<file path="config.mk">
export PLATFORM = sky130hd
export DESIGN_NAME = intr_ctrl
export DESIGN_NICKNAME = d
export VERILOG_FILES = /design/src/rtl/intr_ctrl.sv
export SDC_FILE = /design/constraint.sdc
export NUM_CORES = 1
export LEC_CHECK = 0
export BUFFER_PORTS_ARGS = -buffer_cell sky130_fd_sc_hd__buf_2
export CAP_MARGIN = 20
export CORE_MARGIN = 3
export CORE_UTILIZATION = 56
export CTS_CLUSTER_SIZE = 40
export DETAILED_ROUTE_END_ITERATION = 8
export GPL_TIMING_DRIVEN = 0
export HOLD_SLACK_MARGIN = 0.12
export MAX_ROUTING_LAYER = met4
export PLACE_DENSITY = 0.82
export SLEW_MARGIN = 20
export SYNTH_ARGS = -nofsm -noshare
export SYNTH_HDL_FRONTEND = slang
export SYNTH_SLANG_ARGS = --single-unit
export TNS_END_PERCENT = 20
</file>
<file path="constraint.sdc">
create_clock -name clk_i -period 3.2 [get_ports clk_i]
set_input_delay 0.64 -clock clk_i [delete_from_list [all_inputs] [get_ports clk_i]]
set_output_delay 0.64 -clock clk_i [all_outputs]
set_load 0.02 [all_outputs]
</file>
<file path="src/rtl/intr_ctrl.sv">
// Four-source interrupt controller: captures encoded requests into a pending
// register, raises the highest unmasked one to the CPU and tracks ack/eoi.
module intr_ctrl #(
    parameter int unsigned TIMEOUT = 15
) (
    input  logic       clk_i,
    input  logic       rst_ni,
    input  logic       intr_i,
    input  logic [1:0] x_i,
    input  logic [3:0] mask_i,
    input  logic       ack_i,
    input  logic       eoi_i,
    output logic       irq_o,
    output logic [1:0] vec_o,
    output logic       busy_o,
    output logic [3:0] pend_o,
    output logic       timeout_o
);

    localparam int unsigned NSRC = 4;
    localparam int unsigned IDW  = 2;
    localparam int unsigned TW   = 8;

    localparam logic [TW-1:0] TIMER_LAST = TW'(TIMEOUT - 1);

    localparam logic [1:0] ST_IDLE = 2'd0;
    localparam logic [1:0] ST_REQ  = 2'd1;
    localparam logic [1:0] ST_SERV = 2'd2;

    logic [1:0]      r_state;
    logic [NSRC-1:0] r_pend;
    logic [IDW-1:0]  r_vec;
    logic [TW-1:0]   r_timer;
    logic            r_irq;
    logic            r_busy;
    logic            r_timeout;

    logic [1:0]      w_state_nxt;
    logic [NSRC-1:0] w_pend_nxt;
    logic [IDW-1:0]  w_vec_nxt;
    logic [TW-1:0]   w_timer_nxt;
    logic            w_timeout_nxt;
    logic [NSRC-1:0] w_eligible;
    logic [IDW-1:0]  w_top;

    assign w_eligible = r_pend & ~mask_i;

    // Highest-index eligible source wins.
    always_comb begin
        w_top = '0;
        for (int i = 0; i < int'(NSRC); i++) begin
            if (w_eligible[i]) begin
                w_top = IDW'(i);
            end
        end
    end

    // Next-state, pending and timer update.
    always_comb begin
        w_state_nxt   = r_state;
        w_pend_nxt    = r_pend;
        w_vec_nxt     = r_vec;
        w_timer_nxt   = r_timer;
        w_timeout_nxt = 1'b0;

        case (r_state)
            ST_IDLE: begin
                if (|w_eligible) begin
                    w_state_nxt = ST_REQ;
                    w_vec_nxt   = w_top;
                    w_timer_nxt = '0;
                end
            end
            ST_REQ: begin
                if (ack_i) begin
                    w_state_nxt        = ST_SERV;
                    w_pend_nxt[r_vec]  = 1'b0;
                end else if (r_timer == TIMER_LAST) begin
                    w_state_nxt   = ST_IDLE;
                    w_timeout_nxt = 1'b1;
                end else begin
                    w_timer_nxt = r_timer + TW'(1);
                end
            end
            ST_SERV: begin
                if (eoi_i) begin
                    w_state_nxt = ST_IDLE;
                end
            end
            default: begin
                w_state_nxt = ST_IDLE;
            end
        endcase

        // A new capture overrides the ack clear on the same source.
        if (intr_i) begin
            w_pend_nxt[x_i] = 1'b1;
        end
    end

    // Outputs are flopped from the next state so they track r_state exactly.
    always_ff @(posedge clk_i or negedge rst_ni) begin
        if (!rst_ni) begin
            r_state   <= ST_IDLE;
            r_pend    <= '0;
            r_vec     <= '0;
            r_timer   <= '0;
            r_irq     <= 1'b0;
            r_busy    <= 1'b0;
            r_timeout <= 1'b0;
        end else begin
            r_state   <= w_state_nxt;
            r_pend    <= w_pend_nxt;
            r_vec     <= w_vec_nxt;
            r_timer   <= w_timer_nxt;
            r_irq     <= (w_state_nxt == ST_REQ);
            r_busy    <= (w_state_nxt == ST_SERV);
            r_timeout <= w_timeout_nxt;
        end
    end

    assign irq_o     = r_irq;
    assign vec_o     = r_vec;
    assign busy_o    = r_busy;
    assign pend_o    = r_pend;
    assign timeout_o = r_timeout;

endmodule

</file>
After elaboration in Yosys (flattened, before gate mapping) --
Cells that the tools add are included.
Word-level totals: word-level logic and storage cells 54, register bits after elaboration 19
Cells by class: $lt $le $gt $ge 4, bitwise logic cells 5, $add $sub $neg 1, reduce and logical (&&, ||, !) cells 7, equal/unequal tests 8, multiplexer cells 22
Operators by type and width (count):
- 2-to-1 mux 8 bit | 3
- case mux 8 bit (2 select lines) | 1
- 2-to-1 mux 2 bit | 6
- 2-to-1 mux 4 bit | 3
- adder 8 x 1 -> 8 bit, second input constant | 1
- AND 4 bit | 2
- equality test 8 x 4 -> 1 bit, second input constant | 1
- inverter 4 bit | 2
- < comparator 2 x 3 -> 1 bit, second input constant | 2
- 2-to-1 mux 1 bit | 6
- != test 2 bit, second input constant | 3
- case mux 2 bit (3 select lines) | 1
- demux 1 bit (select 2 bit) | 2
- equality test 2 x 1 -> 1 bit, second input constant | 2
- equality test 2 bit, second input constant | 2
- >= comparator 2 x 1 -> 1 bit, second input constant | 2
- OR 4 bit | 1
- AND reduction 4 bit | 1
- OR reduction 4 bit | 1
- logical AND 1 bit | 2
- logical NOT 2 bit | 1
- AND reduction 2 bit | 1
- nonzero test 2 bit | 1

Logic depth before layout (Yosys ltp) --
Gate-level depths: netlist (run 1).
word-level depth 10, mapped depth 6, depth with buffers taken out 6

Least setup slack after synthesis (run 1) --
No wires, ideal clock.
kind register to register, start point reg r_timer[0], end point reg r_timer[2], setup slack 1515 ps, data arrival time 1559 ps, cell stages (with the launch flop) 7, data required time 3073 ps, period minus slack after synthesis 1685 ps, cells stage by stage dfrtp_1 -> inv_1 -> ha_1 -> or4b_4 -> o311ai_1 -> xor2_1 -> nor2_1
On the way: longest elaborated chain between the ends 4, elaborated cells on any way between the ends 7, classes of those cells 1 x add/sub; 2 x eq/ne; 3 x mux; 1 x reduce/logical
Ends and longest elaborated chain:
- start, declared | line 33 | logic [TW-1:0] r_timer;
- start signal, assigned | line 115 | r_timer <= w_timer_nxt;
- adder 8 x 1 -> 8 bit | line 82 | w_timer_nxt = r_timer + TW'(1);
- 2-to-1 mux 8 bit | line 78 | end else if (r_timer == TIMER_LAST) begin
- 2-to-1 mux 8 bit | line 75 | if (ack_i) begin
- case mux 8 bit (2 select lines) | line 66 | case (r_state)
Several ways; a longest one is shown, not always the timed one. The select of a mux whose other input is x is not followed. A chain may end at the register's enable or synchronous reset.

Final worst setup path (run 1) --
Same ends and word-level chain as after synthesis.

==> results of run 1 <==
-- cells in the final DEF (no fill, tap or decap), types with 2 or more instances in the layout --
cell,netlist,routed
ha_1,2,2
nand4_1,2,2
and2_1,3,3
nand2b_1,2,2
o311ai_1,2,2
xor2_1,6,6
nor2b_1,4,4
nor2_1,7,7
and3_1,2,2
o31ai_1,2,2
dfrtp_1,19,19
nand3_1,4,4
a32o_1,2,2
o21ai_0,3,3
o21ai_1,5,5
nand2_1,3,3
clkbuf_4,0,3
inv_1,4,4
buf_2,0,19
-- path summary, 6_finish.rpt --
check / start / endpoint / cells after the start
worst min-delay path: rst_ni / busy_o / 1
worst max-delay path: r_timer[0] / r_timer[2] / 6
max in group asynchronous: rst_ni / r_timer[2] / 1
worst max register to register: r_timer[0] / r_timer[2] / 6
min in group clk_i: pend_o[2] / pend_o[2] / 1
worst min register to register: pend_o[2] / pend_o[2] / 1
-- metal layers --
| layer | GRT usage (%) | share of wire, % | up-vias |
|---|---|---|---|
| met1 | 27.5 | 45 | 342 |
| met4 | 6.63 | 1.2 | 0 |
| li1 | - | - | 356 |
| met2 | 33.1 | 48 | 19 |
| met3 | 4.60 | 5.2 | 4 |
| met5 | - | 0 | - |
-- cell type report --
| type | count | area (um2) |
|---|---|---|
| Sequential cell | 19 | 475 |
| Inverter | 4 | 15.0 |
| Clock buffer | 3 | 22.5 |
| Timing Repair Buffer | 19 | 95.1 |
| Clock inverter | 1 | 5.00 |
| Multi-Input combinational cell | 62 | 442 |
| Tap cell | 16 | 20.0 |
| Fill cell | 115 | 467 |
-- synth_stat cells (all sizes together) --
cell / n / share of area [%]
nor2: 7 / 2.8
o31ai: 3 / 3.9
nand3b: 1 / 0.81
dfrtp: 19 / 51
mux2i: 1 / 1.1
nand3: 5 / 3.2
o41a: 1 / 1.2
nor3: 1 / 0.54
nand2b: 2 / 1.3
nand2: 3 / 1.2
nor3b: 1 / 1.3
ha: 2 / 2.7
and2: 3 / 2.0
o22ai: 1 / 0.67
nor2b: 5 / 3.6
inv: 4 / 1.6
and3: 2 / 1.3
and3b: 1 / 0.94
and4: 1 / 0.94
o311ai: 2 / 1.9
xor2: 6 / 5.6
a32o: 2 / 2.1
nand4: 2 / 1.3
or4b: 1 / 1.5
o2111ai: 1 / 0.94
o21ai: 8 / 4.3
-- stage by stage --
step	hold slack (ns)	total power, mW	std cells
6_report	0.247	0.862	124
5_1_grt	0.258	0.925	124
4_1_cts	0.258	0.867	124
3_5_place_dp	0.501	0.747	120
3_3_place_gp	0.502	0.730	120
2_1_floorplan	0.344	0.625	85
-- power by group through the flow --
stage          sequential [mW]  clock, mW  combinational (mW)
3_5_place_dp             0.385          0               0.361
4_1_cts                  0.381      0.122               0.364
2_1_floorplan            0.436          0               0.190
6_report                 0.383      0.119               0.360
3_3_place_gp             0.380          0               0.350
5_1_grt                  0.394      0.134               0.397
-- state kept, by name, indices dropped and copies added (netlist names) --
register / cells
r_timer: 8
pend_o: 4
r_state: 2
vec_o: 2
busy_o: 1
irq_o: 1
timeout_o: 1
-- cells by family (layout without fill, tap and decap cells) --
logic type,count (synthesis),count (layout),synth area share (%)
compound gates,18,18,15.0
flops,19,19,51.0
buf+inv,4,27,1.61
mux,1,1,1.07
fa+ha+maj,2,2,2.68
simple gates,35,35,23.0
xor+xnor,6,6,5.64
==> results.py, run 1 <==
metrics = {
    "sta": {
        "finClkSkew_ns": 0.00446,
        "hold_viol_final": 0,
        "min_period_over_period_pct": 57.6,
        "layout_min_cycle_time_ns": 1.84,
        "setup-violations-final": 0,
        "worst_pin_slew_ns": 0.550,
        "fmax_mhz": 543,
        "rsz0062_at_grt": "no",
        "final_critical_path_setup_slack_ns": 1.36,
        "worst_rel_slew_slack_pct": 63.2,
        "setup_total_negative_slack_ns": 0,
        "maxSlewViolCount": 0,
    },
    "final_layout": {
        "post-route-util_pct": 69.7,
        "area_growth_synth_to_finish_pct": 15.3,
        "antenna_cells_inserted": 0,
        "fin_nets": 122,
        "postLayoutCellArea_um2": 1070,
        "final_layout_size_suffix_gt1_share_pct": 25.9,
    },
    "power": {
        "power_frac_clock_pct": 13.8,
        "share_comb_of_total_power_pct": 41.8,
        "sequentialPowerShare_pct": 44.4,
        "p_int_uw": 498,
        "total_leakage_power_nw": 0.505,
        "ir_worst_vdd_mv": 0.563,
        "pwr_density_cell_nw_per_um2": 802,
        "sw_frac_of_total_pct": 42.2,
        "net-switching-power_uw": 364,
    },
    "drt": {
        "drt.antenna.violating_nets": 0,
        "drt_iter0_drc": 20,
        "wl_per_cell_um": 14.9,
        "drt-vias-per-instance": 5.81,
        "wl_um": 1850,
        "first_pass_iters": 4,
        "num_vias": 721,
        "drc_errors": 0,
    },
    "placed_design": {
        "buffer_ports.inserted": 19,
        "dpl-instance-area_um2": 1050,
        "post_detail_place_hpwl_um": 1470,
        "gp_congestion": 0.781,
        "post-place-ws_ns": 1.37,
    },
    "clock_network": {
        "hold_buffers": 0,
        "cts_setup_buffers": 0,
        "cts_buffers": 3,
        "clkTransAtPathRegs_ns": 0.10,
        "insertion_delay_ns": 0.30,
        "max-clock-path-buffers": 2,
        "cts_htree_levels": 1,
        "cts_resized": 0,
        "clock_sink_count": 19,
        "cts_tree": "yes",
        "cts_root_buf": "clkbuf_4",
    },
    "global_routing": {
        "grt_max_degree": 20,
        "number_of_global_route_vias_before_repair": 675,
        "global_route.usage.total_pct": 21.2,
        "grt_first_pass_wirelength_um": 3150,
        "antenna_found_initial": 0,
        "total_grt_overflow": 0,
    },
    "floorplan": {
        "die_width_um": 46.8,
        "rows": 14,
        "die_height_um": 46.8,
        "die_footprint_um2": 2190,
        "initial_util_pct": 60.5,
        "core-area_um2": 1540,
        "io_pins": 20,
    },
    "setup_path": {
        "critical_path.endpoint_type": "flop",
        "crit_arrival_ns": 2.02,
        "cp_cell_sequence": "inv_1, ha_1, or4b_4, o311ai_1, xor2_1, nor2_1",
        "timing_worst_setup_path_type": "reg -> reg",
        "r2r_slack_ns": 1.36,
        "cp.required_ns": 3.38,
        "worst-path-max-fanout": 5,
        "cpLargestDelayFamily": "simple AND/OR/NAND/NOR gates",
        "critical_path.startpoint_type": "flop",
        "critPathSlowestCell": "or4b_4",
        "worst_path_largest_cell_delay_ns": 0.51,
        "path_buf_inv": 1,
    },
    "yosys": {
        "yosysUniqueCellTypes": 30,
        "post_synth.cell_area_avg_um2": 11.0,
        "postSynthCellCount": 85,
        "synth_seq_area_share_pct": 51.0,
        "ys_seq_elements": 19,
        "syn_nets": 98,
        "synth-warning-count": 0,
        "syn_area_um2": 932,
    },
    "flow_run": {
        "max_cap_viol_count": 0,
    },
    "outcome": {
        "status": "finished clean",
    },
    "hold_path": {
        "min_path_type": "in -> async",
    },
}
(Power assumes the default switching activity.)
==> inputs of run 2 (changes only) <==
Settings changed: ABC_AREA set to 1, CORE_UTILIZATION 56 to 48, PLACE_DENSITY 0.82 to 0.74.
Clock period 3.2 ns to 1.6 ns, I/O delays scaled along.
==> run 2 against run 1 <==
  * Clock power up 110%
  * Via count is 23% higher
  * Sequential share of layout area down 3.9 points
  * Clock skew grew 0.0020 ns
  * Count of clock-buffer cells in the layout is 1 higher
  * Synthesized cell count rose by 54%
  * Critical path depth up 1
  * Highest routed layer unchanged
==> results.py, run 2 <==
metrics = {
    "outcome": {
        "status": "finished clean",
    },
    "sta": {
        "setup_total_negative_slack_ns": 0,
        "min_period_over_period_pct": 87.2,
        "finalHoldWorstSlack_ns": 0.225,
        "final_critical_path_setup_slack_ns": 0.204,
        "maxSlewViolCount": 0,
        "worst_pin_slew_ns": 0.413,
        "finClkSkew_ns": 0.00649,
        "fmax_mhz": 717,
        "worst_rel_slew_slack_pct": 72.5,
        "layout_min_cycle_time_ns": 1.40,
        "setup-violations-final": 0,
        "hold_viol_final": 0,
        "rsz0062_at_grt": "no",
    },
    "yosys": {
        "ys_top_cells_by_count": "40 x nand2_1, 19 x dfrtp_1, 15 x inv_1",
        "async_reset_ff_share_pct": 100,
        "synth_enable_flop_cells": 0,
        "yosysMostFrequentCell": "nand2_1",
        "postSynthCellCount": 131,
        "syn_nets": 144,
        "yosysUniqueCellTypes": 22,
        "synth-warning-count": 0,
        "synth_seq_area_share_pct": 46.9,
        "yosys.area.top_type": "dfrtp_1",
        "synth.top_cells.by_area": "dfrtp_1 47%, nand2_1 15%, nand3_1 6.4%",
        "syn_area_um2": 1010,
        "synth.top_cell.area_share_pct": 46.9,
        "post_synth.cell_area_avg_um2": 7.74,
        "ys_seq_elements": 19,
        "synth-main-ff-cell": "dfrtp_1",
    },
    "setup_path": {
        "timing_worst_setup_path_type": "reg -> reg",
        "worst_path_largest_cell_delay_ns": 0.42,
        "cp_cell_sequence": "inv_1, ha_1, nand4_2, nand2_2, buf_6, or2_1, nand2_1",
        "critical_path.endpoint_type": "flop",
        "critical_path.startpoint_type": "flop",
        "cpLargestDelayFamily": "simple AND/OR/NAND/NOR gates",
        "crit_arrival_ns": 1.63,
        "cp.required_ns": 1.84,
        "worst-path-max-fanout": 10,
        "critPathSlowestCell": "dfrtp_1",
        "path_buf_inv": 2,
    },
    "clock_network": {
        "cts_root_buf": "clkbuf_4",
        "cts_buffers": 3,
        "cts_tree": "yes",
        "insertion_delay_ns": 0.29,
        "cts_setup_buffers": 0,
        "clkTransAtPathRegs_ns": 0.11,
        "cts_htree_levels": 1,
        "clock_sink_count": 19,
        "max-clock-path-buffers": 2,
    },
    "global_routing": {
        "grt_max_degree": 20,
        "global_routing_met2_resource_utilization_pct": 31.0,
        "total_grt_overflow": 0,
        "grt_first_pass_wirelength_um": 3700,
        "globalRouteMet1Util_pct": 23.4,
        "antenna_found_initial": 0,
        "grt_use_met3_pct": 2.87,
        "grt_busiest_layer": "met2",
        "number_of_global_route_vias_before_repair": 863,
        "global_route.usage.total_pct": 18.4,
    },
    "power": {
        "ir_worst_vdd_mv": 1.11,
        "total_leakage_power_nw": 0.622,
        "design_power_total_mw": 1.77,
        "pwr_density_cell_nw_per_um2": 1500,
    },
    "final_layout": {
        "fin_nets": 169,
        "area_growth_synth_to_finish_pct": 16.3,
        "n_fill_cell": 164,
        "layout.cells.most_common": "nand2_1",
        "largest_register": "r_timer",
        "final_cell_mix": "39 x nand2_1, 19 x dfrtp_1, 19 x buf_2",
        "postLayoutCellArea_um2": 1180,
        "final_layout_size_suffix_gt1_share_pct": 21.3,
        "max_reg_flops": 8,
        "antenna_cells_inserted": 0,
    },
    "drt": {
        "drc_errors": 0,
        "drt-vias-per-instance": 4.93,
        "num_vias": 887,
        "drt.antenna.violating_nets": 0,
        "wl_per_cell_um": 11.5,
        "drt_iter0_drc": 28,
        "first_pass_iters": 4,
        "wl_um": 2070,
    },
    "floorplan": {
        "die_height_um": 52.0,
        "core-area_um2": 1860,
        "die_width_um": 52.0,
        "initial_util_pct": 54.5,
        "rows": 15,
        "die_footprint_um2": 2700,
        "io_pins": 20,
    },
    "placed_design": {
        "post-place-ws_ns": 0.166,
        "dpl-instance-area_um2": 1140,
        "post_detail_place_hpwl_um": 1520,
        "buffer_ports.inserted": 19,
        "gp_congestion": 0.810,
    },
    "flow_run": {
        "max_cap_viol_count": 0,
    },
    "hold_path": {
        "min_path_type": "in -> reg",
    },
}
## run 2: per-stage QoR
step                util [%]  std cells
floorplan                  -        131
global placement        61.3        175
detailed placement      61.3        175
CTS                     63.3        180
global route            63.4        180
finish                  63.4        180
## run 2: final cells by class
cell class / instances / area (um2) / area share [%]
Sequential cell: 19 / 475 / 40.3
Multi-Input combinational cell: 94 / 462 / 39.2
Timing Repair Buffer: 20 / 105 / 8.92
Inverter: 16 / 60.1 / 5.10
Tap cell: 25 / 31.3 / 2.65
Clock buffer: 4 / 26.3 / 2.23
Buffer: 2 / 18.8 / 1.59
## run 2: kinds of logic (layout without fill, tap and decap cells)
logic type | after synthesis | after routing | share of synthesized area (%)
AOI/OAI and AO/OA | 13 | 13 | 6.67
and+or+nand+nor | 76 | 76 | 33.6
xor gates and xnor gates | 3 | 3 | 2.59
DFF | 19 | 19 | 46.9
buffers and inverters | 18 | 42 | 7.78
adders and majority gates | 2 | 2 | 2.47
## run 2: routing by layer
metal	share of wire, %	wire, um
met5	0	0
met2	48	994
met4	0.29	6
met1	46	947
met3	5.7	117
## run 2: final timing paths
check                           start         end  slack, ns  depth (start not counted)
max in group asynchronous      rst_ni   pend_o[0]       0.84                          2
min                            x_i[1]   pend_o[1]       0.22                          2
max                        r_timer[0]  r_timer[1]       0.20                          7
max reg2reg                r_timer[0]  r_timer[1]       0.20                          7
min in group asynchronous      rst_ni  r_timer[6]       0.47                          2
min reg2reg                 pend_o[3]   pend_o[3]       0.56                          2
## run 2: repair_timing
item | 4_1_cts | 5_1_grt
endpoints found under the setup margin | 0 | 1
endpoints found under the hold margin | 19 | 0
gates resized for setup | 0 | 1
hold buffers | 1 | 0
## run 2: where the power goes
part           internal, mW  switching, mW  total, mW
clock                0.0969          0.150      0.247
sequential            0.624          0.112      0.736
combinational         0.259          0.527      0.786
==> inputs of run 3 (changes only) <==
Settings changed: ABC_AREA 1 to 0, CORE_UTILIZATION 48 to 47, PLACE_DENSITY 0.74 to 0.73.
==> run 3 against run 2 <==
  * The run now ends with negative setup slack left
  * Clock skew hardly changed
  * Total power up 3.4%
  * Fmax down 19%
  * Cell area fell by 1.4%
  * Largest power group unchanged
==> results.py, run 3 (synthesized netlist as in run 1, its figures left out) <==
metrics = {
    "drt": {
        "drc_errors": 0,
        "wl_per_cell_um": 14.0,
        "drt.antenna.violating_nets": 0,
        "drt_iter0_drc": 14,
        "drt-vias-per-instance": 5.34,
        "first_pass_iters": 4,
        "num_vias": 737,
        "wl_um": 1940,
    },
    "global_routing": {
        "grt_first_pass_wirelength_um": 3330,
        "number_of_global_route_vias_before_repair": 755,
        "grt_max_degree": 20,
        "global_route.usage.total_pct": 17.9,
        "total_grt_overflow": 0,
        "antenna_found_initial": 0,
    },
    "final_layout": {
        "n_fill_cell": 160,
        "multi_input_area_um2": 479,
        "fin_nets": 127,
        "final_cell_mix": "19 x dfrtp_1, 19 x buf_2, 7 x nor2_1",
        "seqCellArea_um2": 475,
        "max_reg_flops": 8,
        "final_layout_size_suffix_gt1_share_pct": 30.1,
        "antenna_cells_inserted": 0,
        "largest_register": "r_timer",
        "final-instance-count-excl-fill": 138,
        "area_growth_synth_to_finish_pct": 24.7,
    },
    "setup_path": {
        "cp_cell_sequence": "inv_1, ha_1, or4b_4, o311ai_2, xor2_1, nor2_1",
        "path_buf_inv": 1,
        "crit_arrival_ns": 1.89,
        "critPathSlowestCell": "or4b_4",
        "worst_path_largest_cell_delay_ns": 0.52,
        "cpLargestDelayFamily": "simple AND/OR/NAND/NOR gates",
        "timing_worst_setup_path_type": "reg -> reg",
        "cp.required_ns": 1.77,
        "critical_path.startpoint_type": "flop",
        "critical_path.endpoint_type": "flop",
        "worst-path-max-fanout": 5,
        "r2r_slack_ns": -0.11,
    },
    "placed_design": {
        "post_detail_place_hpwl_um": 1410,
        "buffer_ports.inserted": 19,
        "gp_congestion": 0.795,
        "numPlacedInstances": 129,
    },
    "clock_network": {
        "cts_tree": "yes",
        "clkTransAtPathRegs_ns": 0.10,
        "insertion_delay_ns": 0.29,
        "cts_root_buf": "clkbuf_4",
        "cts_buffers": 3,
        "clock_sink_count": 19,
        "cts_htree_levels": 1,
        "max-clock-path-buffers": 2,
    },
    "power": {
        "share_comb_of_total_power_pct": 45.2,
        "total_leakage_power_nw": 0.527,
        "power_frac_clock_pct": 12.7,
        "sw_frac_of_total_pct": 41.7,
        "pwr_density_cell_nw_per_um2": 1570,
        "p_int_mw": 1.07,
        "net-switching-power_uw": 762,
        "design_power_total_mw": 1.83,
        "sequentialPowerShare_pct": 42.2,
        "ir_worst_vdd_mv": 1.06,
    },
    "floorplan": {
        "die_footprint_um2": 2550,
        "core-area_um2": 1800,
        "io_pins": 20,
        "die_width_um": 50.5,
        "initial_util_pct": 51.7,
        "rows": 15,
        "die_height_um": 50.5,
    },
    "sta": {
        "layout_min_cycle_time_ns": 1.71,
        "finalHoldWorstSlack_ns": 0.290,
        "rsz0062_at_grt": "yes",
        "setup-violations-final": 7,
        "worst_rel_slew_slack_pct": 68.7,
        "worst_pin_slew_ns": 0.468,
        "hold_viol_final": 0,
        "maxSlewViolCount": 0,
        "min_period_over_period_pct": 107,
        "fmax_mhz": 584,
        "final_critical_path_setup_slack_ns": -0.112,
        "finClkSkew_ns": 0.00621,
    },
    "hold_path": {
        "min_path_type": "in -> reg",
    },
    "flow_run": {
        "max_cap_viol_count": 0,
    },
    "outcome": {
        "status": "complete, but fails checks",
        "violations": "negative setup slack",
    },
}
[run 3: path summary, 6_finish.rpt]
path	end	cells after the start	startpoint
worst max register to register	r_timer[3]	6	r_timer[0]
worst max-delay path	r_timer[3]	6	r_timer[0]
max in group asynchronous	pend_o[2]	2	rst_ni
worst min-delay path	pend_o[0]	2	x_i[0]
worst min register to register	pend_o[3]	1	pend_o[3]
min in group asynchronous	r_timer[7]	2	rst_ni
[run 3: worst reg2reg max path, cell delays in order (launching register included)]
cell and delay [ns]:
dfrtp_1 0.40, inv_1 0.06, ha_1 0.13, or4b_4 0.52
o311ai_2 0.27, xor2_1 0.17, nor2_1 0.05
[run 3: area by class of cell]
class	instances	share of cell area, %
multi-input cells	62	41.2
clock buffers	4	2.26
well taps	25	2.69
repair buffers	24	11.6
inverters	4	1.29
flip-flops and latches	19	40.9
[run 3: power groups by stage]
stage / clock network (mW) / registers [mW] / logic (mW)
4_1_cts: 0.240 / 0.758 / 0.797
2_1_floorplan: 0 / 0.872 / 0.387
5_1_grt: 0.263 / 0.793 / 0.900
6_report: 0.232 / 0.771 / 0.826
3_3_place_gp: 0 / 0.767 / 0.708
3_5_place_dp: 0 / 0.776 / 0.728
[run 3: metrics by stage]
step | setup slack [ns] | setup TNS [ns] | util (%) | cell area, um2
floorplan | -0.0515 | -0.190 | - | 947
global placement | -0.148 | -0.755 | 59.6 | 1070
detailed placement | -0.179 | -0.897 | 59.6 | 1070
CTS | -0.152 | -0.781 | 63.2 | 1140
global route | -0.216 | -1.22 | 64.5 | 1160
finish | -0.112 | -0.593 | 64.5 | 1160
[run 3: repair_timing]
action / in CTS / in global routing
pin swaps: 2 / 2
hold endpoints to repair: 19 / 0
cloned: 0 / 0
setup endpoints to repair: 7 / 11
hold buffers: 1 / 0
setup buffers: 3 / 1
resized for setup: 1 / 2
[run 3: metal layers]
metal  up-vias  share of wire [%]  wire length, um  global-route usage [%]
met2        11                 49              948                    28.3
li1        366                  -                -                       -
met3         2                3.3               64                    3.26
met1       358                 47              905                    22.6
met4         0               0.93               18                    7.62
met5         -                  0                0                       -
